==> config.mk <==
export PLATFORM = sky130hd
export DESIGN_NAME = instruction_fetch_unit
export DESIGN_NICKNAME = d
export VERILOG_FILES = /design/src/rtl/instruction_fetch_unit.sv
export SDC_FILE = /design/constraint.sdc
export NUM_CORES = 1
export LEC_CHECK = 0
export CAP_MARGIN = 25
export CORE_ASPECT_RATIO = 0.9
export CORE_UTILIZATION = 25
export CTS_BUF_LIST = sky130_fd_sc_hd__clkbuf_16
export DETAILED_ROUTE_END_ITERATION = 12
export GPL_ROUTABILITY_DRIVEN = 0
export GPL_TIMING_DRIVEN = 0
export PLACE_DENSITY = 0.56
export SLEW_MARGIN = 0
export SYNTH_ARGS = -nofsm -noshare
export SYNTH_HDL_FRONTEND = slang
export SYNTH_SLANG_ARGS = --single-unit
==> constraint.sdc <==
create_clock -name CLK -period 10.95 [get_ports CLK]
set_input_delay 2.19 -clock CLK [delete_from_list [all_inputs] [get_ports CLK]]
set_output_delay 2.19 -clock CLK [all_outputs]
set_load 0.1 [all_outputs]
==> src/rtl/instruction_fetch_unit.sv <==
// Instruction fetch stage: PC register, IF/ID pipeline register, one-entry hold
// buffer for stalls that land on a completed fetch, and redirect draining.
module instruction_fetch_unit #(
  parameter logic [31:0] RESET_PC  = 32'h0000_0000,
  parameter logic [31:0] NOP_INSTR = 32'h0000_0013
) (
  input  logic        CLK,
  input  logic        RESET,
  input  logic        STALL,
  input  logic        PC_SRC_SEL,
  input  logic [31:0] BRANCH_TARGET,
  input  logic [31:0] IMEM_INSTR,
  input  logic        IMEM_BUSYWAIT,
  output logic        IMEM_READ,
  output logic [31:0] IMEM_ADDR,
  output logic [31:0] IF_ID_INSTR,
  output logic [31:0] IF_ID_PC,
  output logic [31:0] IF_ID_PC_PLUS4,
  output logic        IF_ID_VALID
);

  typedef enum logic [1:0] {
    FETCH = 2'd0,
    HELD  = 2'd1,
    DRAIN = 2'd2
  } state_t;

  state_t      state_reg, state_next;
  logic [31:0] pc_reg, pc_next;
  logic [31:0] instr_reg, instr_next;
  logic [31:0] id_pc_reg, id_pc_next;
  logic [31:0] id_pc4_reg, id_pc4_next;
  logic        valid_reg, valid_next;
  logic [31:0] buf_instr_reg, buf_instr_next;
  logic [31:0] buf_pc_reg, buf_pc_next;
  logic [31:0] redirect_reg, redirect_next;

  logic        fetch_done;
  logic [31:0] target_aligned;
  logic [31:0] pc_plus4;
  logic [31:0] drain_target;
  logic        unused_target_bits;

  assign fetch_done         = IMEM_READ && !IMEM_BUSYWAIT;
  assign target_aligned     = {BRANCH_TARGET[31:2], 2'b00};
  assign pc_plus4           = pc_reg + 32'd4;
  assign unused_target_bits = ^BRANCH_TARGET[1:0];
  // A redirect arriving during a drain replaces the one already saved.
  assign drain_target       = PC_SRC_SEL ? target_aligned : redirect_reg;

  // State register
  always_ff @(posedge CLK or posedge RESET) begin
    if (RESET) begin
      state_reg <= FETCH;
    end else begin
      state_reg <= state_next;
    end
  end

  // Next-state logic
  always_comb begin
    state_next = state_reg;
    case (state_reg)
      FETCH: begin
        if (PC_SRC_SEL) begin
          state_next = IMEM_BUSYWAIT ? DRAIN : FETCH;
        end else if (STALL && fetch_done) begin
          state_next = HELD;
        end
      end
      HELD: begin
        if (PC_SRC_SEL || !STALL) begin
          state_next = FETCH;
        end
      end
      DRAIN: begin
        if (fetch_done) begin
          state_next = FETCH;
        end
      end
      default: state_next = FETCH;
    endcase
  end

  // Output and datapath next-value logic
  always_comb begin
    IMEM_READ      = !RESET && (state_reg != HELD);
    pc_next        = pc_reg;
    instr_next     = instr_reg;
    id_pc_next     = id_pc_reg;
    id_pc4_next    = id_pc4_reg;
    valid_next     = valid_reg;
    buf_instr_next = buf_instr_reg;
    buf_pc_next    = buf_pc_reg;
    redirect_next  = redirect_reg;
    case (state_reg)
      FETCH: begin
        if (PC_SRC_SEL) begin
          instr_next     = NOP_INSTR;
          valid_next     = 1'b0;
          buf_instr_next = 32'd0;
          buf_pc_next    = 32'd0;
          if (IMEM_BUSYWAIT) begin
            redirect_next = target_aligned;
          end else begin
            pc_next = target_aligned;
          end
        end else if (STALL) begin
          if (fetch_done) begin
            buf_instr_next = IMEM_INSTR;
            buf_pc_next    = pc_reg;
            pc_next        = pc_plus4;
          end
        end else if (fetch_done) begin
          instr_next  = IMEM_INSTR;
          id_pc_next  = pc_reg;
          id_pc4_next = pc_plus4;
          valid_next  = 1'b1;
          pc_next     = pc_plus4;
        end else begin
          instr_next = NOP_INSTR;
          valid_next = 1'b0;
        end
      end
      HELD: begin
        if (PC_SRC_SEL) begin
          pc_next        = target_aligned;
          instr_next     = NOP_INSTR;
          valid_next     = 1'b0;
          buf_instr_next = 32'd0;
          buf_pc_next    = 32'd0;
        end else if (!STALL) begin
          instr_next  = buf_instr_reg;
          id_pc_next  = buf_pc_reg;
          id_pc4_next = buf_pc_reg + 32'd4;
          valid_next  = 1'b1;
        end
      end
      DRAIN: begin
        instr_next = NOP_INSTR;
        valid_next = 1'b0;
        if (fetch_done) begin
          pc_next = drain_target;
        end else begin
          redirect_next = drain_target;
        end
      end
      default: begin
        instr_next = NOP_INSTR;
        valid_next = 1'b0;
      end
    endcase
  end

  always_ff @(posedge CLK or posedge RESET) begin
    if (RESET) begin
      pc_reg        <= RESET_PC;
      instr_reg     <= NOP_INSTR;
      id_pc_reg     <= 32'd0;
      id_pc4_reg    <= 32'd0;
      valid_reg     <= 1'b0;
      buf_instr_reg <= 32'd0;
      buf_pc_reg    <= 32'd0;
      redirect_reg  <= 32'd0;
    end else begin
      pc_reg        <= pc_next;
      instr_reg     <= instr_next;
      id_pc_reg     <= id_pc_next;
      id_pc4_reg    <= id_pc4_next;
      valid_reg     <= valid_next;
      buf_instr_reg <= buf_instr_next;
      buf_pc_reg    <= buf_pc_next;
      redirect_reg  <= redirect_next;
    end
  end

  assign IMEM_ADDR      = pc_reg;
  assign IF_ID_INSTR    = instr_reg;
  assign IF_ID_PC       = id_pc_reg;
  assign IF_ID_PC_PLUS4 = id_pc4_reg;
  assign IF_ID_VALID    = valid_reg;

endmodule

# Word level (Yosys, flattened, before mapping)
# Index checks and enable logic that the tools add are counted.
# word_totals
reg_bits	227
out_inout_bits	130
inputBits	69
# classes
n_reduce_logical	17
n_eq_ne	20
muxes	48
addsub	2
# op_table
op	count
32-bit 2-to-1 mux	29
32-bit one-hot mux with 2 select lines	6
32-bit one-hot mux with 3 select lines	1
32-bit by 3-bit adder with 32-bit output (second input constant)	2
2-bit inequality test (second input constant)	11
3-bit inequality test (second input constant)	6
2-bit 2-to-1 mux	5
4-bit AND reduction	2
2-bit one-hot mux with 3 select lines	1
6-bit AND reduction	1
1-bit 2-to-1 mux	5
5-bit AND reduction	1
2-bit nonzero test	2
1-bit logical AND	3
1-bit zero test	3
3-bit AND reduction	1
3-bit nonzero test	1
2-bit by 1-bit equality test with 1-bit output (second input constant)	1
2-bit equality test (second input constant)	1
2-bit zero test	1
2-bit by 1-bit inequality test with 1-bit output (second input constant)	1
1-bit one-hot mux with 2 select lines	1
2-bit AND reduction	1
1-bit logical OR	1

# Longest topological paths before layout
# logic_depth
depth_word	7
mapped_depth	10

# Worst setup path after synthesis
# OpenSTA, ideal clock, no wires.
# synth_path
path_kind	input port to output port
from	in RESET
to	out IMEM_READ
path_slack_ns	5.289
required_ns	8.760
cell_stages	1
n_path_buf	0
t_arrival_ns	3.471
path_cell_list	nor2_1
# synth_between
elab_chain_cells	2
# synth_lines
item	line	source
start, declared	8	input logic RESET,
1-bit zero test (no line)	--	
1-bit logical AND	87	IMEM_READ = !RESET && (state_reg != HELD);
end, declared	14	output logic IMEM_READ,
# No other way between the ends.

# Worst setup path in the final report
# Same ends and word-level chain as after synthesis.

==> results.sh <==
export IMPL_outcome="finished clean"
export IMPL_via_count=10790
export IMPL_drt_initial_drc_count=966
export IMPL_syn_inst=1260
export IMPL_post_cts_buffers=0
export IMPL_finalHoldViolCount=0
export IMPL_die_area_sq_mm=0.04735
export IMPL_grt_total_usage_pct=18.23
export IMPL_maxCapViolCount=0
export IMPL_worstPathRequired_ns=8.76
export IMPL_drc=0
export IMPL_path_max_fanout=4
export IMPL_clockBufferDepth=3
export IMPL_place_area_sq_mm=0.01443
export IMPL_layout_nets=1564
export IMPL_yosysTopAreaCellShare_pct=47.81
export IMPL_synth_area_per_cell_sq_um=9.222
export IMPL_antenna_found_initial=10
export IMPL_routed_wirelength_microns=43830
export IMPL_synth_nets=1334
export IMPL_synth_async_sr_flop_share_pct=100.0
export IMPL_cts_sinks=225
export IMPL_startpoint_type="input pin"
export IMPL_synth_common_cells="nand2_1 (259), dfrtp_1 (222), o21ai_0 (173)"
export IMPL_layout_drive_gt1_share_pct=7.275
export IMPL_fmax_mhz=155.4
export IMPL_ys_flop_type="dfrtp_1"
export IMPL_cts_hold_buf=0
export IMPL_numCtsBuffers=28
export IMPL_grt_remaining_overflow=0
export IMPL_worstMarginPinSlew_ns=1.092
export IMPL_ant_nets=0
export IMPL_synth_most_common_cell="nand2_1"
export IMPL_final_cells=2124
export IMPL_synthDistinctLibCells=67
export IMPL_drv_slew=0
export IMPL_synth_edff_count=0
export IMPL_cp_end_kind="output pin"
export IMPL_grt_max_degree=123
export IMPL_dpl_hpwl_microns=32110
export IMPL_rows=74
export IMPL_yosysWarningCount=0
export IMPL_dieWidth_microns=229.3
export IMPL_place_inst=2068
export IMPL_cts_resized=0
export IMPL_synth_area_sq_mm=0.01162
export IMPL_grt_pass1_vias=10390
export IMPL_area_growth_pct=32.34
export IMPL_final_core_util_pct=33.69
export IMPL_clk_pin_slew_worst_paths_ns=0.05
export IMPL_skew_ns=0.008244
export IMPL_cts_tree="yes"
export IMPL_synth_area_top_cells="dfrtp_1 (48%), nand2_1 (8.4%), o21ai_0 (7.5%), mux2i_1 (4.2%), mux2_2 (3.4%)"
export IMPL_fin_area_sq_mm=0.01538
export IMPL_synth_largest_area_cell="dfrtp_1"
export IMPL_clk_latency_ns=0.56
export IMPL_portBuffers=196
export IMPL_rsz0062_at_grt="no"
export IMPL_coreArea_sq_mm=0.04565
export IMPL_min_path_type="register to register"
export IMPL_drtPass1Iterations=5
export IMPL_slew_headroom_pct=27.20
export IMPL_holdWs_ns=0.4768
export IMPL_htreeDepth=1
export IMPL_grt_first_pass_wirelength_microns=66230
export IMPL_ios=199
export IMPL_critPathArrivalTime_ns=4.24
export IMPL_worstSetupPathType="input pin to output pin"
export IMPL_die_height_microns=206.5
export IMPL_post_route_period_util_pct=58.75
export IMPL_start_util_pct=25.46
export IMPL_setup_viol=0
export IMPL_ys_seq_area_share_pct=48.49
export IMPL_wire_per_inst_microns=20.64
export IMPL_ys_seq_elements=225
export IMPL_fin_crit_ns=6.433
export IMPL_via_per_inst=5.078
export IMPL_clockRootBuffer="clkbuf_16"
worst paths after layout:
kind	from	to	slack, ns	cells past startpoint
max	RESET	IMEM_READ	4.52	3
min	IF_ID_INSTR[8]$_DFFE_PP0P_	IF_ID_INSTR[8]$_DFFE_PP0P_	0.48	2
max reg2reg	state_reg[0]$_DFFE_PP0P_	buf_pc_reg[0]$_DFFE_PP0P_	7.51	10
min reg2reg	IF_ID_INSTR[8]$_DFFE_PP0P_	IF_ID_INSTR[8]$_DFFE_PP0P_	0.48	2
max in group asynchronous	RESET	IF_ID_PC_PLUS4[25]$_DFFE_PP0P_	7.52	3
min in group asynchronous	RESET	buf_instr_reg[0]$_DFFE_PP0P_	2.28	2
kinds of logic after synthesis:
| kind of cell | synth area share (%) |
|---|---|
| AND/OR/NAND/NOR | 17.23 |
| AO/OA/AOI/OAI | 18.69 |
| flip-flops | 48.49 |
| buffers and inverters | 4.124 |
| multiplexers | 7.613 |
| XOR/XNOR | 3.316 |
| adder cells (fa/ha/maj) | 0.5384 |
worst max-delay path, cell delays in order:
cell and delay, ns:
clkdlybuf4s50_1 0.55, nor2_1 0.27, clkdlybuf4s50_1 1.23
stage by stage:
stage	setup slack [ns]	setup TNS [ns]
floorplan	2.602	0
global placement	-0.7496	-163.03
global route	4.448	0
CTS	4.534	0
detailed placement	4.547	0
finish	4.517	0
per-layer routing:
layer  global-route usage, %  vias to the layer above  routed length (microns)
met5                       0                        -                       69
met4                   5.667                       12                     1349
met3                   5.027                       88                     3679
met2                   28.28                      428                    19570
met1                   24.65                     5286                    19160
li1                        -                     4972                        -
placed cells by master (no fill, tap or decap), drive strengths merged, types with 4 or more instances in the layout:
cell	instances
a211oi	7
a21o	8
a21oi	19
a221o	6
a221oi	21
a22o	10
a22oi	39
a31oi	4
and2	5
and3	9
and4	10
buf	22
bufinv	4
clkbuf	117
clkdlybuf4s50	196
clkinv	15
dfrtp	222
diode	4
ha	5
inv	17
mux2	35
mux2i	49
nand2	259
nand2b	6
nand3	33
nand4	18
nor2	48
nor2b	6
nor3	20
nor4	11
o211ai	8
o21ai	175
o221ai	8
o2bb2ai	4
o31a	5
o31ai	7
or3	5
xnor2	19
xor2	25
cell type report:
type	count	area (sq um)
Tap cell	608	760.7
Sequential cell	225	5634
Clock inverter	23	207.7
Timing Repair Buffer	200	2037
Multi-Input combinational cell	915	5515
Buffer	106	426.7
Antenna cell	4	10.01
Inverter	14	60.06
Fill cell	4690	30270
Clock buffer	29	725.7
Power is not shown: default switching activity piles up to over one toggle a cycle in this logic, so the estimate is an artifact.
